<file path="config.mk">
export PLATFORM = sky130hd
export DESIGN_NAME = stopwatch_ctrl
export DESIGN_NICKNAME = d
export VERILOG_FILES = /design/src/rtl/stopwatch_pkg.sv /design/src/rtl/btn_edge.sv /design/src/rtl/stopwatch_ctrl.sv
export SDC_FILE = /design/constraint.sdc
export NUM_CORES = 1
export LEC_CHECK = 0
export CORE_MARGIN = 2
export CORE_UTILIZATION = 60
export DETAILED_ROUTE_END_ITERATION = 8
export GPL_ROUTABILITY_DRIVEN = 0
export HOLD_SLACK_MARGIN = 0.02
export PLACE_DENSITY = 0.88
export SLEW_MARGIN = 10
export SYNTH_ARGS = -nofsm -noshare
export SYNTH_HDL_FRONTEND = slang
export SYNTH_HIERARCHICAL = 1
export SYNTH_SLANG_ARGS = --single-unit
export TNS_END_PERCENT = 100
</file>
<file path="constraint.sdc">
create_clock -name clk -period 12.2 [get_ports clk]
set_clock_uncertainty 0.2 [all_clocks]
set_input_delay 1.22 -clock clk [delete_from_list [all_inputs] [get_ports clk]]
set_output_delay 1.22 -clock clk [all_outputs]
set_load 0.01 [all_outputs]
</file>
<file path="src/rtl/stopwatch_pkg.sv">
// Shared definitions for the stopwatch mode controller: state encoding and
// default sizing of the time word and the lap store.
package stopwatch_pkg;

  localparam int TIME_W_DEF    = 32;
  localparam int LAP_DEPTH_DEF = 4;

  typedef enum logic [2:0] {
    ST_IDLE   = 3'd0,
    ST_RUN    = 3'd1,
    ST_LAP    = 3'd2,
    ST_STOP   = 3'd3,
    ST_RECALL = 3'd4
  } state_t;

endpackage

</file>
<file path="src/rtl/btn_edge.sv">
// Rising-edge detector for one debounced button level. The history register
// resets high so a button held through reset does not produce a pulse.
module btn_edge (
  input  logic clk,
  input  logic reset,
  input  logic btn,
  output logic pulse
);

  logic prev_q;

  // Remember last cycle's level; forced high during reset.
  always_ff @(posedge clk) begin
    if (reset) prev_q <= 1'b1;
    else       prev_q <= btn;
  end

  assign pulse = btn & ~prev_q;

endmodule

</file>
<file path="src/rtl/stopwatch_ctrl.sv">
// Stopwatch mode controller: turns button pulses into counter enable/clear,
// captures lap times into a small circular store and selects the displayed
// time word.
//
// Handshake note: there is no valid/ready channel here. Each button pulse is a
// single-cycle event; at most one pulse (priority ss > lr > rc) is acted on per
// cycle and the others in that cycle are discarded, never queued.
module stopwatch_ctrl
  import stopwatch_pkg::*;
#(
  parameter int TIME_W    = TIME_W_DEF,
  parameter int LAP_DEPTH = LAP_DEPTH_DEF
) (
  input  logic                         clk,
  input  logic                         reset,
  input  logic                         btn_ss,
  input  logic                         btn_lr,
  input  logic                         btn_rc,
  input  logic [TIME_W-1:0]            cnt_time,
  output logic                         run_en,
  output logic                         cnt_clr,
  output logic [TIME_W-1:0]            disp_time,
  output logic                         lap_mode,
  output logic [$clog2(LAP_DEPTH)-1:0] lap_idx,
  output logic [$clog2(LAP_DEPTH):0]   lap_cnt,
  output logic                         lap_full,
  output state_t                       dbg_state
);

  localparam int IW = $clog2(LAP_DEPTH);
  localparam int CW = IW + 1;

  logic ss_raw, lr_raw, rc_raw;
  logic ss_p, lr_p, rc_p;

  btn_edge u_edge_ss (.clk(clk), .reset(reset), .btn(btn_ss), .pulse(ss_raw));
  btn_edge u_edge_lr (.clk(clk), .reset(reset), .btn(btn_lr), .pulse(lr_raw));
  btn_edge u_edge_rc (.clk(clk), .reset(reset), .btn(btn_rc), .pulse(rc_raw));

  // Single winner per cycle.
  assign ss_p = ss_raw;
  assign lr_p = lr_raw & ~ss_raw;
  assign rc_p = rc_raw & ~ss_raw & ~lr_raw;

  state_t          state_q, state_d;
  logic [IW-1:0]   wr_ptr_q;
  logic [CW-1:0]   lap_cnt_q;
  logic [IW-1:0]   lap_idx_q, idx_d;
  logic            cnt_clr_q;
  logic            do_capture, do_clear;
  logic [TIME_W-1:0] lap_q [LAP_DEPTH];
  logic [IW-1:0]   last_ptr, rd_ptr;
  logic            idx_last;

  assign last_ptr = wr_ptr_q - IW'(1);
  assign rd_ptr   = wr_ptr_q - lap_cnt_q[IW-1:0] + lap_idx_q;
  assign idx_last = ({1'b0, lap_idx_q} == (lap_cnt_q - CW'(1)));

  // State register.
  always_ff @(posedge clk) begin
    if (reset) state_q <= ST_IDLE;
    else       state_q <= state_d;
  end

  // Next-state logic plus capture/clear strobes and recall index update.
  always_comb begin
    state_d    = state_q;
    do_capture = 1'b0;
    do_clear   = 1'b0;
    idx_d      = lap_idx_q;
    case (state_q)
      ST_IDLE: begin
        if (ss_p) state_d = ST_RUN;
      end
      ST_RUN: begin
        if (ss_p) begin
          state_d = ST_STOP;
        end else if (lr_p) begin
          do_capture = 1'b1;
          state_d    = ST_LAP;
        end
      end
      ST_LAP: begin
        if (ss_p)      state_d = ST_STOP;
        else if (lr_p) state_d = ST_RUN;
      end
      ST_STOP: begin
        if (ss_p) begin
          state_d = ST_RUN;
        end else if (lr_p) begin
          do_clear = 1'b1;
          idx_d    = '0;
          state_d  = ST_IDLE;
        end else if (rc_p && (lap_cnt_q != '0)) begin
          idx_d   = '0;
          state_d = ST_RECALL;
        end
      end
      ST_RECALL: begin
        if (ss_p || lr_p) begin
          idx_d   = '0;
          state_d = ST_STOP;
        end else if (rc_p) begin
          idx_d = idx_last ? '0 : lap_idx_q + IW'(1);
        end
      end
      default: begin
        idx_d   = '0;
        state_d = ST_IDLE;
      end
    endcase
  end

  // Lap store, pointers, counters and the registered clear pulse.
  always_ff @(posedge clk) begin
    if (reset) begin
      wr_ptr_q  <= '0;
      lap_cnt_q <= '0;
      lap_idx_q <= '0;
      cnt_clr_q <= 1'b0;
      for (int i = 0; i < LAP_DEPTH; i++) lap_q[i] <= '0;
    end else begin
      cnt_clr_q <= do_clear;
      lap_idx_q <= idx_d;
      if (do_capture) begin
        lap_q[wr_ptr_q] <= cnt_time;
        wr_ptr_q        <= wr_ptr_q + IW'(1);
        if (lap_cnt_q != CW'(LAP_DEPTH)) lap_cnt_q <= lap_cnt_q + CW'(1);
      end
      if (do_clear) begin
        wr_ptr_q  <= '0;
        lap_cnt_q <= '0;
      end
    end
  end

  // Display source follows the current mode.
  always_comb begin
    disp_time = cnt_time;
    case (state_q)
      ST_LAP:    disp_time = lap_q[last_ptr];
      ST_RECALL: disp_time = lap_q[rd_ptr];
      default:   disp_time = cnt_time;
    endcase
  end

  assign run_en    = (state_q == ST_RUN) || (state_q == ST_LAP);
  assign lap_mode  = (state_q == ST_LAP) || (state_q == ST_RECALL);
  assign cnt_clr   = cnt_clr_q;
  assign lap_idx   = lap_idx_q;
  assign lap_cnt   = lap_cnt_q;
  assign lap_full  = (lap_cnt_q == CW'(LAP_DEPTH));
  assign dbg_state = state_q;

endmodule

</file>
* Word level (Yosys, flattened, before mapping)
Memory sizes are Yosys's and may differ from the RTL's. Index checks and enable logic that the tools add are counted.
Storage, ports and cells: RAM bits 128, memories kept 1, memory bits (read-only) 0, output and inout bits 44, bits in latches 0, bits in registers 14
Operators by class: mux-type cells 30, magnitude comparators 0, bitwise gates (word level) 12, add/sub/neg operators 7, equal/unequal tests 15, div/mod/pow operators 0, reductions and logical operators 12, multipliers 0, shifts and indexed selects 0
Memories:
- lap_q | depth 4, width 32, rd ports 2, clocked after Yosys merged registers in 0, write ports 4, RTL line stopwatch_ctrl.sv:51 | logic [TIME_W-1:0] lap_q [LAP_DEPTH];
Operators with widths (number):
- $pmux W32 S2 | 1
- $mux W32 | 1
- $reduce_or A32 Y1 | 1
- $mux W3 | 9
- $ne A3 B3 Y1 const B | 5
- $pmux W3 S5 | 1
- $mux W2 | 7
- $mux W1 | 10
- $and A1 B1 Y1 | 6
- $eq A3 B2 Y1 const B | 2
- $eq A3 B3 Y1 const B | 2
- $ne A2 B2 Y1 const B | 3
- $not A1 Y1 | 6
- $pmux W2 S3 | 1
- $reduce_and A5 Y1 | 1
- $add A2 B1 Y2 const B | 2
- $ne A4 B4 Y1 const B | 1
- $reduce_and A4 Y1 | 1
- $add A3 B1 Y3 const B | 1
- $eq A2 B3 Y1 | 1
- $eq A3 B1 Y1 const B | 1
- $logic_not A3 Y1 | 1
- $logic_or A1 B1 Y1 | 3
- $reduce_bool A3 Y1 | 1
- other kinds (8) | 8

* Logic depth before layout (Yosys ltp)
Gate-level depths: netlist of the first run.
word-level depth 12, gate-level depth with buffers 11, depth with buffers taken out 8

* Modules after synthesis
Netlist of the first run, hierarchy kept.
Modules (own cells, without submodules):
- stopwatch_ctrl | times used 1, cells an instance 625, area an instance 7706.1 um^2
- btn_edge | times used 3, cells an instance 3, area an instance 32.5 um^2

* Worst setup path after synthesis of the first run
OpenSTA, ideal clock, no wires.
path kind input to register, from input port btn_lr, to memory lap_q[3][0] (netlist bit), enable pin, arrival 4.191 ns, stages 4, slack 7.343 ns, required time 11.534 ns, path through nor2b_1 and3b_1 nand3_1 o21ai_0
RTL lines:
- start, declared | RTL line stopwatch_ctrl.sv:17 | input logic btn_lr,
- end, declared | RTL line stopwatch_ctrl.sv:51

* Worst setup path in the final report of the first run
from register wr_ptr_q[0], to output port disp_time[25]
Between the ends: elaborated cells on any way between the ends 5
RTL lines:
- start, declared | RTL line stopwatch_ctrl.sv:46 | logic [IW-1:0] wr_ptr_q;
- start signal, assigned | RTL line stopwatch_ctrl.sv:127 | wr_ptr_q <= wr_ptr_q + IW'(1);
- $sub A2 B1 Y2 | RTL line stopwatch_ctrl.sv:55 | assign last_ptr = wr_ptr_q - IW'(1);
- net last_ptr[0] | RTL line stopwatch_ctrl.sv:52 | logic [IW-1:0] last_ptr, rd_ptr;
- $mem_v2 Z4 W32
- $pmux W32 S2 | RTL line stopwatch_ctrl.sv:140 | case (state_q)
- end, declared | RTL line stopwatch_ctrl.sv:22 | output logic [TIME_W-1:0] disp_time,
The timed path passes the listed nets, and every way through them passes these cells.

==> impl_metrics.tcl, run 1 <==
set metrics [dict create \
    hold_class "reg2reg" \
    synthMuxAreaShare_pct 18.2 \
    pre_cts_slack_ns 7.90 \
    setup.worst_path.start_class "flip-flop" \
    timing.setup.critical_path_class "reg2out" \
    ys.flop_type "sky130_fd_sc_hd__edfxtp_1" \
    slew-limit-headroom_pct 24.9 \
    gr-total-overflow 0 \
    share_of_synthesized_flip_flops_with_an_asynchronous_set_or_reset_pct 0 \
    setup_viol 0 \
    post_synth.cell_area_avg_um2 12.3 \
    sequential_power_share_pct 48.1 \
    layout_worst_path_cycle_share_pct 39.4 \
    synth_top_cells_by_area "sky130_fd_sc_hd__edfxtp_1, sky130_fd_sc_hd__mux4_2, sky130_fd_sc_hd__nor2_1" \
    switching_share_pct 21.4 \
    antenna_found_initial 0 \
    numClockSinks 142 \
    seq_area_frac_synth_pct 52.8 \
    yosysTopAreaCellShare_pct 49.3 \
    ys_ff_latch 142 \
    routed-via-count 5691 \
    fraction_of_final_layout_cells_with_drive_strength_greater_than_1_pct 20.6 \
    floorplan.die.width_um 118 \
    synthesized_netlist_cell_count 634 \
    synth-xor-area-share_pct 1.41 \
    ff_to_ff_path_depth 4 \
    ctsHtreeMaxLevel 4 \
    post_synth_num_cell_types 45 \
    drt-initial-drc-count 558 \
    share_clk_of_total_power_pct 44.2 \
    fraction_of_the_mapped_netlist_area_in_compound_gates_pct 9.76 \
    area.growth.synth_to_final_pct 19.3 \
    grt.total_usage_pct 29.6 \
    grt_setup_unrepaired "no" \
    share_comb_of_total_power_pct 7.6 \
    timing.reg2reg.setup_slack_ns 9.51 \
    leakage_uw 0.00336 \
    post-route-worst-setup-slack_ns 7.39 \
    num-nets-final 742 \
    worst_r2r_endpoint "lap_q[3][15]" \
    endpoint "disp_time[25]" \
    post_cts.resized_instances 0 \
    tightest_slew_ns 1.13 \
    routed_wl_mm 20.1 \
    worst-endpoint-arrival_ns 3.39 \
    cts_hold_buffers 0 \
    full_die_area_mm2 0.0139 \
    drv.max_cap_violation_count 0 \
    drt_pre_antenna_iters 5 \
    critical_path.max_fanout 63 \
    max_freq_ghz 0.208 \
    final_max_slew_viol_count 0 \
    cp-startpoint "wr_ptr_q[0]" \
    run_status "completed" \
    num_antenna_cells 0 \
    clk_pin_slew_worst_paths_ns 0.06 \
    clock-root-buffer "sky130_fd_sc_hd__clkbuf_16" \
    utilization_pct 73.5 \
    finalHoldViolCount 0 \
    detailedPlacementHpwl_mm 11.2 \
    setup_tns_ns 0 \
    cellInternalPower_uw 906 \
    clock_path_buffers 2 \
    placement_rows 41 \
    design.portCount 81 \
    vdd.ir_drop.worst_mv 0.0787 \
    drt-vias-per-instance 6.43 \
    synthesis.yosys.warnings 6 \
    power-per-cell-area_mw_per_mm2 124 \
    initial_core_util_pct 61.6 \
    tritoncts "yes" \
    core-area_mm2 0.0127 \
    route.detailed.drc 0 \
    synth-adder-area-share_pct 0.802 \
    post_synth_instance_area_mm2 0.00780 \
    synth_largest_area_cell "sky130_fd_sc_hd__edfxtp_1" \
    portBuffers 80 \
    regToRegStartpoint "wr_ptr_q[1]" \
    worst_hold_path.num_cells 2 \
    worst_skew_pair.late_latency_ns 0.42 \
    hold_path_startpoint "lap_cnt[2]" \
    synth_top_family_by_area "multiplexers" \
    timing.critical_path.required_ns 10.78 \
    setup.worst_path.end_class "output pin" \
    synth-edff-count 128 \
    synth_simple_gate_area_share_pct 11.7 \
    power.net_switching_uw 247 \
    die_y_um 118 \
    wire_length_of_the_first_global_routing_pass_mm 31.3 \
    finalCriticalPeriod_ns 4.81 \
    grt_pass1_vias 6114 \
    route.detailed.wl_per_inst_um 22.7 \
    cts_setup_buffers 0 \
    grt_max_degree 64 \
    number_of_cts_inserted_buffers 17 \
    mappedNetlistNets 676 \
    ant_nets 0 \
]
-- layer usage --
metal  up-vias  track usage, %  wire length [µm]
li1       2477               -                 -
met1      2822            33.9              7090
met2       349            52.5             10800
met3        43            6.44              1810
met4         0            14.2               432
met5         -               0                 0
-- sequential cells by signal, summed over array words and instances (netlist names) --
signal,cells
wr_ptr_q,2
u_edge_ss/prev_q,1
lap_idx,2
u_edge_lr/prev_q,1
lap_cnt,3
lap_q,128
dbg_state,3
cnt_clr,1
u_edge_rc/prev_q,1
-- per-stage QoR --
stage               std cells  hold WS [ns]  area (µm²)  power (µW)
floorplan                 634         0.347        7800         607
global placement          853         0.366        8730         646
detailed placement        853         0.377        8730         650
CTS                       885         0.389        9310        1150
global route              885         0.436        9310        1180
finish                    885         0.388        9310        1150
-- worst max-delay path: stages (launching register included) --
cell	delay, ns
sky130_fd_sc_hd__dfxtp_1	0.32
sky130_fd_sc_hd__inv_1	0.07
sky130_fd_sc_hd__ha_1	0.28
sky130_fd_sc_hd__inv_1	0.07
sky130_fd_sc_hd__ha_4	0.92
sky130_fd_sc_hd__mux2_2	0.43
sky130_fd_sc_hd__nand3_1	0.11
sky130_fd_sc_hd__o211ai_2	0.11
sky130_fd_sc_hd__clkdlybuf4s50_1	0.54
-- power groups by stage --
stage                     clock network, µW  logic (µW)  registers (µW)
after detailed placement                  0        86.2             564
after CTS                               512        87.7             554
after global routing                    534        92.0             556
after floorplan                           0        45.6             562
after global placement                    0        84.2             562
final                                   510        88.1             555
-- placed cells by master (no fill, tap or decap), types with 5 or more instances in the layout --
cell type                         instances
sky130_fd_sc_hd__mux2i_1                 33
sky130_fd_sc_hd__dfxtp_1                 13
sky130_fd_sc_hd__mux2_2                  31
sky130_fd_sc_hd__nand2_1                 40
sky130_fd_sc_hd__edfxtp_1               128
sky130_fd_sc_hd__xnor2_1                  7
sky130_fd_sc_hd__a22oi_1                 31
sky130_fd_sc_hd__o211ai_2                30
sky130_fd_sc_hd__clkinv_2                 5
sky130_fd_sc_hd__nand3_1                 35
sky130_fd_sc_hd__inv_1                   40
sky130_fd_sc_hd__clkdlybuf4s50_1         80
sky130_fd_sc_hd__buf_4                   14
sky130_fd_sc_hd__nor3_1                   5
sky130_fd_sc_hd__clkbuf_16               17
sky130_fd_sc_hd__nor2b_1                  5
sky130_fd_sc_hd__mux4_2                  33
sky130_fd_sc_hd__nor2_1                 105
-- how the worst min path moves through the flow --
stage                       endpoint
after global routing      lap_idx[0]
after detailed placement  lap_cnt[2]
after CTS                 lap_cnt[2]
final                     lap_cnt[2]
after global placement    lap_cnt[2]
after floorplan           lap_idx[0]
-- cells in the mapped netlist (all sizes together), types with 2 or more instances --
cell type,n
buf,26
ha,5
a21o,2
a311oi,2
clkbuf,20
nand2,40
a22oi,31
o21a,2
o21ai,9
xnor2,8
nor2b,5
dfxtp,14
nand2b,4
mux2i,33
o211ai,32
inv,40
edfxtp,128
or2,4
a21oi,2
nand3,35
nand3b,4
nor2,106
mux2,31
mux4,33
nor3,5
-- logic make-up after synthesis --
group,Yosys count
simple gates,209
xor+xnor,10
flops,142
buf+inv,87
mux,97
compound gates,84
fa+ha+maj,5
-- cell type report --
type / count / area, µm²
repair buffers: 94 / 906
well taps: 172 / 215
inverters: 40 / 150
fillers: 806 / 3360
clock buffers: 17 / 425
flip-flops and latches: 142 / 4130
multi-input cells: 405 / 3330
clock inverters: 15 / 153
No activity file was read; power rests on OpenSTA's default activity.
==> run 2, diff against run 1 <==
--- a/config.mk
+++ b/config.mk
@@ -6,11 +6,11 @@
 export NUM_CORES = 1
 export LEC_CHECK = 0
 export CORE_MARGIN = 2
-export CORE_UTILIZATION = 60
+export CORE_UTILIZATION = 57
 export DETAILED_ROUTE_END_ITERATION = 8
 export GPL_ROUTABILITY_DRIVEN = 0
 export HOLD_SLACK_MARGIN = 0.02
-export PLACE_DENSITY = 0.88
+export PLACE_DENSITY = 0.84
 export SLEW_MARGIN = 10
 export SYNTH_ARGS = -nofsm -noshare
 export SYNTH_HDL_FRONTEND = slang
==> constraint.sdc (replaced) <==
create_clock -name clk -period 4.69 [get_ports clk]
set_clock_uncertainty 0.2 [all_clocks]
set_input_delay 0.469 -clock clk [delete_from_list [all_inputs] [get_ports clk]]
set_output_delay 0.469 -clock clk [all_outputs]
set_load 0.01 [all_outputs]
==> run 2 against run 1 <==
Compared with the run above: hold slack better by 0.0022 ns; register-to-register slack worse by 7.7 ns; via count up 1.1%; clock-buffer cell count up 1; clock power rose to 3.1 times the previous value; highest routed layer unchanged; total power rose to 2.8 times the previous value; combinational power rose to 2.6 times the previous value; critical endpoint is now disp_time[12]; sequential cell count unchanged; sequential share of layout area down 0.76 points; sequential power rose to 2.6 times the previous value; setup slack worse by 6.9 ns; critical path type unchanged.
==> impl_metrics.tcl, run 2 (same netlist as run 1, synthesis figures left out) <==
set metrics [dict create \
    gr-total-overflow 0 \
    dpl.cell_count 860 \
    route.detailed.drc 0 \
    final_max_slew_viol_count 0 \
    design.portCount 81 \
    clk_pin_slew_worst_paths_ns 0.06 \
    power-per-cell-area_mw_per_mm2 345 \
    setup.worst_path.end_class "output pin" \
    hold_class "reg2reg" \
    area.growth.synth_to_final_pct 21.4 \
    largest_register "lap_q" \
    numClockSinks 142 \
    drt-initial-drc-count 555 \
    fraction_of_final_layout_cells_with_drive_strength_greater_than_1_pct 21.6 \
    full_die_area_mm2 0.0146 \
    layout_worst_path_cycle_share_pct 89.5 \
    p_total_uw 3270 \
    peak_per_stage_delay_on_the_critical_path_ns 0.90 \
    vdd.ir_drop.worst_mv 0.365 \
    setup.worst_path.start_class "flip-flop" \
    worst_skew_pair.late_latency_ns 0.43 \
    post_cts.resized_instances 0 \
    num-nets-final 745 \
    slew-limit-headroom_pct 23.4 \
    final_common_cell "sky130_fd_sc_hd__edfxtp_1" \
    timing.critical_path.required_ns 4.02 \
    cts_setup_buffers 0 \
    critical_path.max_fanout 31 \
    finalCriticalPeriod_ns 4.20 \
    worst-endpoint-arrival_ns 3.53 \
    num_antenna_cells 0 \
    cts_hold_buffers 0 \
    run_status "completed" \
    drt_pre_antenna_iters 7 \
    grt.total_usage_pct 28.7 \
    met2_wirelength_mm 10.1 \
    stdcell_count 892 \
    ant_nets 0 \
    grt_max_degree 36 \
    floorplan.die.width_um 121 \
    crit_slowest_cell "sky130_fd_sc_hd__or2_2" \
    wire_length_of_the_first_global_routing_pass_mm 31.3 \
    core-area_mm2 0.0133 \
    top_layer "met4" \
    max_freq_ghz 0.238 \
    leakage_uw 0.00344 \
    die_y_um 121 \
    ctsHtreeMaxLevel 4 \
    finalHoldViolCount 0 \
    m1WireLength_mm 7.40 \
    portBuffers 80 \
    clock-root-buffer "sky130_fd_sc_hd__clkbuf_16" \
    initial_core_util_pct 58.7 \
    tritoncts "yes" \
    detailedPlacementHpwl_mm 11.5 \
    grt_pass1_vias 6075 \
    timing.setup.critical_path_class "reg2out" \
    layout.cells.most_common_list "sky130_fd_sc_hd__edfxtp_1, sky130_fd_sc_hd__nor2_1, sky130_fd_sc_hd__clkdlybuf4s50_1" \
    grt_setup_unrepaired "no" \
    number_of_cts_inserted_buffers 17 \
    drt-vias-per-instance 6.45 \
    antenna_found_initial 0 \
    routed-via-count 5753 \
    drv.max_cap_violation_count 0 \
    tightest_slew_ns 1.15 \
    wl_met3_mm 1.92 \
    setup_viol 0 \
    setup_tns_ns 0 \
    placement_rows 42 \
    routed_wl_mm 20.1 \
    largest_reg_flops 128 \
    critical_path.cell_chain "ha_1 > inv_1 > ha_4 > xnor2_1 > xnor2_4 > or2_2 > o211ai_2 > clkdlybuf4s50_1" \
    clock_path_buffers 2 \
    filler_cell_count 885 \
    route.detailed.wl_per_inst_um 22.5 \
]
==> run 2: cell types whose count changed in the layout (fill, tap and decap cells not counted), moves of 3 or more <==
cell	previous run	this run
sky130_fd_sc_hd__clkinv_1	4	0
sky130_fd_sc_hd__bufinv_16	3	7
sky130_fd_sc_hd__clkinv_4	0	3
sky130_fd_sc_hd__buf_4	14	17
sky130_fd_sc_hd__clkinv_2	5	1
==> run 2: critical path, delay by kind of cell, from the launching register on <==
kind                       cells  cell delay [ns]
AOI/OAI and AO/OA              1             0.23
xor gates and xnor gates       2             0.53
adders and majority gates      2             0.45
buffers and inverters          2             0.60
DFF                            1             0.36
and+or+nand+nor                1             0.90
==> run 2: layer usage <==
metal / vias to the layer above / track usage [%]
li1: 2488 / -
met1: 2840 / 34.4
met2: 363 / 48.4
met3: 62 / 6.72
met4: 0 / 15.0
met5: - / 0
==> run 2: metrics by stage <==
stage / hold slack (ns) / setup WS [ns] / cell area (µm²) / util (%)
floorplan: 0.347 / 0.584 / 7800 / -
global placement: 0.365 / 1.07 / 8770 / 66.0
detailed placement: 0.381 / 1.00 / 8770 / 66.0
CTS: 0.406 / 0.510 / 9470 / 71.3
global route: 0.433 / 0.374 / 9470 / 71.3
finish: 0.390 / 0.492 / 9470 / 71.3
==> run 2: final cells by class <==
type                            count  area [µm²]  area share, %
Clock inverter                     14         264           2.79
Clock buffer                       18         439           4.64
Timing Repair Buffer               97         928           9.80
Multi-Input combinational cell    405        3350           35.3
Tap cell                          176         220           2.32
Sequential cell                   142        4130           43.6
Inverter                           40         150           1.58
==> run 2: report_power, final <==
part | switching [µW] | total [µW] | internal (µW)
logic | 112 | 230 | 118
clock network | 532 | 1600 | 1070
registers | 24.6 | 1440 | 1420
total | 668 | 3270 | 2600
==> run 2: worst paths after layout <==
path                     from       endpoint  slack, ns  cells after the start
hold reg to reg    lap_cnt[1]     lap_cnt[1]       0.39                      2
setup / recovery   lap_cnt[0]  disp_time[12]       0.49                      8
hold / removal     lap_cnt[1]     lap_cnt[1]       0.39                      2
setup reg to reg  wr_ptr_q[1]    lap_q[1][9]       1.83                      5
